$ cat config.mk
export PLATFORM = sky130hd
export DESIGN_NAME = cmd_frame_asm
export DESIGN_NICKNAME = d
export VERILOG_FILES = /design/src/rtl/cmd_frame_asm.sv
export SDC_FILE = /design/constraint.sdc
export NUM_CORES = 1
export LEC_CHECK = 0
export CORE_MARGIN = 8
export CORE_UTILIZATION = 46
export DETAILED_ROUTE_END_ITERATION = 8
export DONT_BUFFER_PORTS = 1
export GPL_TIMING_DRIVEN = 0
export PLACE_DENSITY_LB_ADDON = 0.2
export SYNTH_ARGS = -nofsm -noshare
export SYNTH_HDL_FRONTEND = slang
export SYNTH_SLANG_ARGS = --single-unit
$ cat constraint.sdc
create_clock -name clk -period 4.1 [get_ports clk]
set_clock_uncertainty 0.15 [all_clocks]
set_input_delay 0.41 -clock clk [delete_from_list [all_inputs] [get_ports clk]]
set_output_delay 0.41 -clock clk [all_outputs]
set_load 0.01 [all_outputs]
$ cat src/rtl/cmd_frame_asm.sv
// Assembles UART bytes into cmd/data frames and returns response bytes to the transmitter.
// Build option: define CMD_CHECKSUM_EN for 4-byte frames with a trailing checksum byte.
module cmd_frame_asm #(
    parameter int TMO_WIDTH = 16
) (
    input  logic        clk,
    input  logic        rst,
    input  logic        rx_rdy,
    input  logic [7:0]  rx_data,
    output logic        clr_rx_rdy,
    output logic [7:0]  cmd,
    output logic [15:0] data,
    output logic        cmd_rdy,
    input  logic        clr_cmd_rdy,
    input  logic        send_resp,
    input  logic [7:0]  resp,
    output logic        trmt,
    output logic [7:0]  tx_data,
    input  logic        tx_done,
    output logic        resp_sent,
    output logic        frm_err
);

`ifdef CMD_CHECKSUM_EN
    typedef enum logic [1:0] {WAIT_CMD, WAIT_HI, WAIT_LO, WAIT_CHK} rx_state_t;
`else
    typedef enum logic [1:0] {WAIT_CMD, WAIT_HI, WAIT_LO} rx_state_t;
`endif
    typedef enum logic {TX_IDLE, TX_BUSY} tx_state_t;

    rx_state_t            rx_state_q;
    logic [TMO_WIDTH-1:0] tmo_q;
    logic [TMO_WIDTH-1:0] tmo_d;
    logic                 lock_q;
    logic                 consume;
    logic [7:0]           sh_cmd_q;
    logic [7:0]           sh_hi_q;
`ifdef CMD_CHECKSUM_EN
    logic [7:0]           sh_lo_q;
    logic [7:0]           chk_sum;
`endif
    logic [7:0]           cmd_q;
    logic [15:0]          data_q;
    logic                 cmd_rdy_q;
    logic                 frm_err_q;

    tx_state_t            tx_state_q;
    logic                 trmt_q;
    logic [7:0]           tx_data_q;
    logic                 resp_sent_q;
    logic [7:0]           pend_q;
    logic                 pend_vld_q;

    // The lockout blocks the still-high rx_rdy in the cycle after a consume.
    assign consume    = rx_rdy & ~lock_q;
    assign clr_rx_rdy = consume;
    assign tmo_d      = tmo_q + {{(TMO_WIDTH-1){1'b0}}, 1'b1};
`ifdef CMD_CHECKSUM_EN
    assign chk_sum    = sh_cmd_q + sh_hi_q + sh_lo_q + rx_data;
`endif

    assign cmd       = cmd_q;
    assign data      = data_q;
    assign cmd_rdy   = cmd_rdy_q;
    assign frm_err   = frm_err_q;
    assign trmt      = trmt_q;
    assign tx_data   = tx_data_q;
    assign resp_sent = resp_sent_q;

    always_ff @(posedge clk) begin
        if (rst) begin
            rx_state_q <= WAIT_CMD;
            tmo_q      <= '0;
            lock_q     <= 1'b0;
            cmd_q      <= '0;
            data_q     <= '0;
            cmd_rdy_q  <= 1'b0;
            frm_err_q  <= 1'b0;
        end else begin
            lock_q    <= consume;
            frm_err_q <= 1'b0;
            if (clr_cmd_rdy) cmd_rdy_q <= 1'b0;
            // A byte arriving on the last idle cycle still counts, so consume outranks timeout.
            if (consume) begin
                tmo_q <= '0;
                case (rx_state_q)
                    WAIT_CMD: begin
                        sh_cmd_q   <= rx_data;
                        cmd_rdy_q  <= 1'b0;
                        rx_state_q <= WAIT_HI;
                    end
                    WAIT_HI: begin
                        sh_hi_q    <= rx_data;
                        rx_state_q <= WAIT_LO;
                    end
`ifdef CMD_CHECKSUM_EN
                    WAIT_LO: begin
                        sh_lo_q    <= rx_data;
                        rx_state_q <= WAIT_CHK;
                    end
                    WAIT_CHK: begin
                        if (chk_sum == 8'hFF) begin
                            cmd_q     <= sh_cmd_q;
                            data_q    <= {sh_hi_q, sh_lo_q};
                            cmd_rdy_q <= 1'b1;
                        end else begin
                            frm_err_q <= 1'b1;
                        end
                        rx_state_q <= WAIT_CMD;
                    end
`else
                    WAIT_LO: begin
                        cmd_q      <= sh_cmd_q;
                        data_q     <= {sh_hi_q, rx_data};
                        cmd_rdy_q  <= 1'b1;
                        rx_state_q <= WAIT_CMD;
                    end
`endif
                    default: rx_state_q <= WAIT_CMD;
                endcase
            end else if (rx_state_q == WAIT_CMD) begin
                tmo_q <= '0;
            end else if (&tmo_d) begin
                tmo_q      <= '0;
                frm_err_q  <= 1'b1;
                rx_state_q <= WAIT_CMD;
            end else begin
                tmo_q <= tmo_d;
            end
        end
    end

    always_ff @(posedge clk) begin
        if (rst) begin
            tx_state_q  <= TX_IDLE;
            trmt_q      <= 1'b0;
            tx_data_q   <= '0;
            resp_sent_q <= 1'b0;
            pend_vld_q  <= 1'b0;
        end else begin
            trmt_q      <= 1'b0;
            resp_sent_q <= 1'b0;
            case (tx_state_q)
                TX_IDLE: begin
                    if (send_resp) begin
                        tx_data_q  <= resp;
                        trmt_q     <= 1'b1;
                        tx_state_q <= TX_BUSY;
                    end
                end
                TX_BUSY: begin
                    if (tx_done) begin
                        resp_sent_q <= 1'b1;
                        if (pend_vld_q) begin
                            tx_data_q  <= pend_q;
                            trmt_q     <= 1'b1;
                            pend_vld_q <= send_resp;
                            if (send_resp) pend_q <= resp;
                        end else if (send_resp) begin
                            tx_data_q <= resp;
                            trmt_q    <= 1'b1;
                        end else begin
                            tx_state_q <= TX_IDLE;
                        end
                    end else if (send_resp) begin
                        pend_q     <= resp;
                        pend_vld_q <= 1'b1;
                    end
                end
                default: tx_state_q <= TX_IDLE;
            endcase
        end
    end

endmodule

=== After elaboration in Yosys (flattened, before gate mapping) ===
Index checks and enable logic that the tools add are counted.

* Add/subtract/negate cells: 1
* Equal/unequal tests: 5
* Multiplexer cells: 25
* Bitwise logic cells: 4
* Reduce and logical (&&, ||, !) cells: 13

{| class="wikitable"
|+ Operators with widths
! operator !! number
|-
| $mux 8 || 6
|-
| $add 16x1->16 const B || 1
|-
| $pmux 8 s2 || 1
|-
| $reduce_and 16->1 || 1
|-
| $mux 1 || 11
|-
| $reduce_and 3->1 || 3
|-
| $mux 2 || 3
|-
| $pmux 1 s2 || 3
|-
| $reduce_and 2->1 || 3
|-
| $ne 2x2->1 const B || 2
|-
| $pmux 2 s2 || 1
|-
| $reduce_bool 2->1 || 2
|-
| $reduce_or 4->1 || 1
|-
| $not 1->1 || 3
|-
| $reduce_or 3->1 || 1
|-
| $eq 2x1->1 const B || 1
|-
| $eq 2x2->1 const B || 1
|-
| $logic_not 2->1 || 1
|-
| $ne 2x1->1 const B || 1
|-
| $reduce_or 2->1 || 1
|-
| $and 1x1->1 || 1
|}

* Bits in registers: 81
* Input bits: 22
* Output and inout bits: 37
* Word-level logic and storage cells: 63

=== Logic depth before layout (Yosys ltp) ===
* Depth after elaboration: 5
* Depth in mapped cells: 9

=== Least setup slack after synthesis ===
Ideal clock, no wire load.

* Kind: register to register
* Start point: register tmo_q[0]
* End point: register tmo_q[13]
* Setup time: 148 ps
* Data arrival time: 1890 ps
* Required time: 3802 ps
* Path slack: 1912 ps
* Stages on the path, launching flop included: 10
* Buffers on the path: 2
* Cells stage by stage: dfxtp_1 -> ha_1 -> nand3_1 -> nor2_1 -> nand4_1 -> a211oi_2 -> and3_1 -> buf_4 -> buf_6 -> nor3_1

* Longest elaborated chain between the ends: 3

{| class="wikitable"
|+ RTL lines
! element !! RTL line !! source
|-
| start: declaration || 32 || <nowiki>logic [TMO_WIDTH-1:0] tmo_q;</nowiki>
|-
| start signal: assignment || 128 || <nowiki>tmo_q <= tmo_d;</nowiki>
|-
| $add 16x1->16 (*) || 57 || <nowiki>assign tmo_d = tmo_q + {{(TMO_WIDTH-1){1'b0}}, 1'b1};</nowiki>
|-
| $reduce_and 16->1 || 123 || <nowiki>end else if (&tmo_d) begin</nowiki>
|-
| $reduce_or 4->1 (no line) || - ||
|}

Mark *: on every way between the ends. The rest lies on a longest branch, timed or not.
A chain may end at the register's enable or synchronous reset.

=== Worst setup path after layout ===
* Start point: register tmo_q[0]
* End point: register tmo_q[15]

Same word-level chain as after synthesis.

==> impl_metrics.csv <==
group,metric,value,unit
global_route,grt_overflow,0,
die,row_count,29,
logic_synthesis,synth-async-reset-ratio,0,
cts,cts_made_buffers,9,
final_layout,layout-drive-gt1-share,0.0641,
worst_setup_path,cp-start-kind,"register",
final_layout,nets,362,
cts,path_clk_slew,0.08,ns
global_route,grt_use_total,0.141,
logic_synthesis,synth-edff-count,24,
job,drv_cap,0,
die,pin_count,59,
timing,fmax,0.388,GHz
die,start_util,0.478,
drt,drt_first_pass_iters,4,
logic_synthesis,post_synth_and_or_nand_nor_area_fraction,0.213,
cts,clock_path_buffers,2,
logic_synthesis,synth_top_family_by_area,"simple AND/OR/NAND/NOR gates",
drt,wire_per_inst,16.3,um
worst_setup_path,r2r_slack,1.52,ns
logic_synthesis,syn_nets,333,
drt,drt_iter0_markers,84,
worst_setup_path,cpMaxStageDelayCell,"nor2_1",
placed_design,postPlaceCellArea,3170,um2
cts,cts.sinks,81,
timing,period_needed,2.58,ns
worst_setup_path,rr_startpoint,"tmo_q[0]",
die,fp.dieArea,9510,um2
logic_synthesis,ys.flop_type,"dfxtp_1",
logic_synthesis,avgSynthCellArea,9.89,um2
placed_design,preCtsSetupSlack,1.54,ns
cts,root_buffer,"clkbuf_8",
drt,viasPerCell,5.49,
cts,cts_tree,"done",
logic_synthesis,synth_compound_area_frac,0.105,
logic_synthesis,syn-instance-count,309,
global_route,grt_start_max_net_pins,14,
global_route,grt_pass1_wl,10.9,mm
logic_synthesis,ys.warnings.count,0,
final_layout,fin_cells,420,
global_route,grt_pass1_vias,2179,
final_layout,final_util,0.559,
placed_design,port_buffers,0,
timing,final.setup.tns,0,ns
timing,max_slew_margin,0.337,
worst_setup_path,crit_path_max_incr_delay,0.43,ns
hold_path,hold_start,"rx_data[7]",
die,die_w,97.5,um
placed_design,gp_congestion,0.853,
drt,post-route-drc-count,0,
drt,m1WireLength,3.07,mm
timing,fin_ws,1.52,ns
timing,rsz0062_at_grt,"false",
power,power_density,478,nW/um2
worst_setup_path,cp_cell_sequence,"ha_1 -> nand3_1 -> nor2_1 -> nand4_1 -> a211oi_2 -> and3_1 -> buf_4 -> buf_6 -> nor3_1",
logic_synthesis,yosysSeqAreaShare,0.609,
power,ir_worst_vdd,0.000319,V
worst_setup_path,arrival,2.60,ns
worst_setup_path,crit_path_end_kind,"register",
drt,drt_wl_total,6.85,mm
power,power.leakage,1.18,nW
timing,finalHoldViolations,0,
worst_setup_path,critPathMaxFanout,10,
logic_synthesis,yosys.area_share.xor_xnor,0.0344,
status,outcome,"finished clean",
drt,vias,2307,
die,core-area,6390,um2
drt,highest_layer,"met4",
worst_setup_path,r2r-end,"tmo_q[15]",
timing,final_max_slew_viol_count,0,
worst_setup_path,required,4.13,ns
die,die_y,97.5,um
timing,setup_viol,0,
placed_design,place_inst,387,
logic_synthesis,yosys.area_share.adder,0.00819,
worst_setup_path,rr_worst_depth,9,
final_layout,fin_area,3570,um2
drt,wl_met2,3.16,mm
logic_synthesis,ys_ff_latch,81,
placed_design,post-dp-hpwl,4.68,mm
drt,wl_met3,535,um
cts,clk_latency,0.34,ns
drt,ant_nets,0,
logic_synthesis,ys_types,35,
hold_path,hold_depth,0,
cts,cts_setup_buffers,0,
cts,htreeDepth,3,
logic_synthesis,muxShareOfSynthArea,0,
timing,post-route-period-util,0.629,
logic_synthesis,syn_area,3060,um2
worst_setup_path,crit_type,"reg -> reg",
final_layout,areaGrowthSynthToFinish,16.8,%
hold_path,hp-class,"in -> reg",
hold_path,hold_end,"sh_hi_q[7]",
global_route,antenna_found_initial,0,
timing,worst_pin_slew,0.985,ns
final_layout,antenna_cells,0,
[registers in the layout (all words and copies together), names as in the netlist]
name,cells
rx_state_q,2
tmo_q,16
tx_state_q,1
frm_err,1
sh_hi_q,8
pend_vld_q,1
resp_sent,1
lock_q,1
tx_data,8
cmd,8
cmd_rdy,1
sh_cmd_q,8
pend_q,8
data,16
trmt,1
[layer usage]
| metal | vias to the layer above | GRT usage |
|---|---|---|
| met4 | 0 | 0.0618 |
| met5 | - | 0 |
| met3 | 7 | 0.0576 |
| li1 | 1142 | - |
| met1 | 1100 | 0.162 |
| met2 | 58 | 0.226 |
[stage by stage]
stage / hold slack, ns / power (W)
global route: 0.000703 / 0.00177
detailed placement: 0.338 / 0.00103
CTS: 0.00339 / 0.00172
floorplan: 0.315 / 0.000991
global placement: 0.325 / 0.00102
finish: 0.0187 / 0.00170
[worst max-delay path by stage]
stage / start / end / slack [ns] / depth (start not counted)
floorplan: tmo_q[0] / tmo_q[13] / 1.91 / 9
global placement: rst / sh_cmd_q[3] / 1.30 / 3
detailed placement: tmo_q[0] / tmo_q[15] / 1.54 / 9
CTS: tmo_q[0] / tmo_q[15] / 1.52 / 9
global route: tmo_q[0] / tmo_q[15] / 1.32 / 9
finish: tmo_q[0] / tmo_q[15] / 1.52 / 9
[synthesized netlist by cell type, types with 4 or more instances]
master / n / area [um2]
dfxtp_1: 57 / 1140
nor3_1: 17 / 85.1
nand3_1: 11 / 55.1
clkbuf_1: 14 / 52.6
inv_1: 5 / 18.8
nand4_1: 4 / 25.0
nand2_1: 67 / 251
xnor2_1: 12 / 105
o21ai_0: 5 / 25.0
a21oi_1: 31 / 155
nor3b_1: 5 / 37.5
nor2_1: 22 / 82.6
edfxtp_1: 24 / 721
a311oi_1: 7 / 61.3
[cell families after synthesis]
group,after synthesis
AO/OA/AOI/OAI,52
XOR/XNOR,12
adder cells (fa/ha/maj),2
buffers and inverters,21
flip-flops,81
AND/OR/NAND/NOR,141
[placed cells by master, fill, tap and decap left out, types with 2 or more instances in the layout]
cell	netlist	layout
xnor2_1	12	12
clkbuf_8	0	9
edfxtp_1	24	24
dfxtp_1	57	57
clkinv_1	0	2
and3_1	2	2
dlygate4sd3_1	0	17
nor2b_1	2	2
clkbuf_1	14	15
nand4_1	4	4
nand2_1	67	67
inv_1	5	5
bufinv_16	0	3
nor2_1	22	22
a311oi_1	7	7
a41oi_1	2	2
nand3_1	11	11
o21ai_0	5	5
nor3b_1	5	5
buf_4	1	2
nor3_1	17	17
nand2b_1	3	3
a21oi_1	31	31
ha_1	2	2
nor4_2	1	2
[final cells by class]
class | count | area, um2
fillers | 583 | 2820
flip-flops and latches | 81 | 1860
multi-input cells | 207 | 1110
repair buffers | 18 | 178
clock buffers | 10 | 128
clock inverters | 6 | 106
well taps | 77 | 96.3
plain buffers | 16 | 71.3
inverters | 5 | 18.8
[what timing repair did]
action / CTS / global route
hold endpoints to repair: 13 / 8
gates resized for setup: 0 / 0
hold buffers: 11 / 6
setup endpoints to repair: 0 / 0
[where the power goes]
part / internal [W] / switching, W
Clock: 0.000402 / 0.000279
Combinational: 0.0000429 / 0.0000746
Sequential: 0.000868 / 0.0000374
[critical path, delay by kind of cell, from the launching register on]
family,cells,cell delay (ns)
and+or+nand+nor,5,1.04
DFF,1,0.41
AOI/OAI and AO/OA,1,0.30
buffers and inverters,2,0.30
adders and majority gates,1,0.21
(Power assumes the default switching activity.)
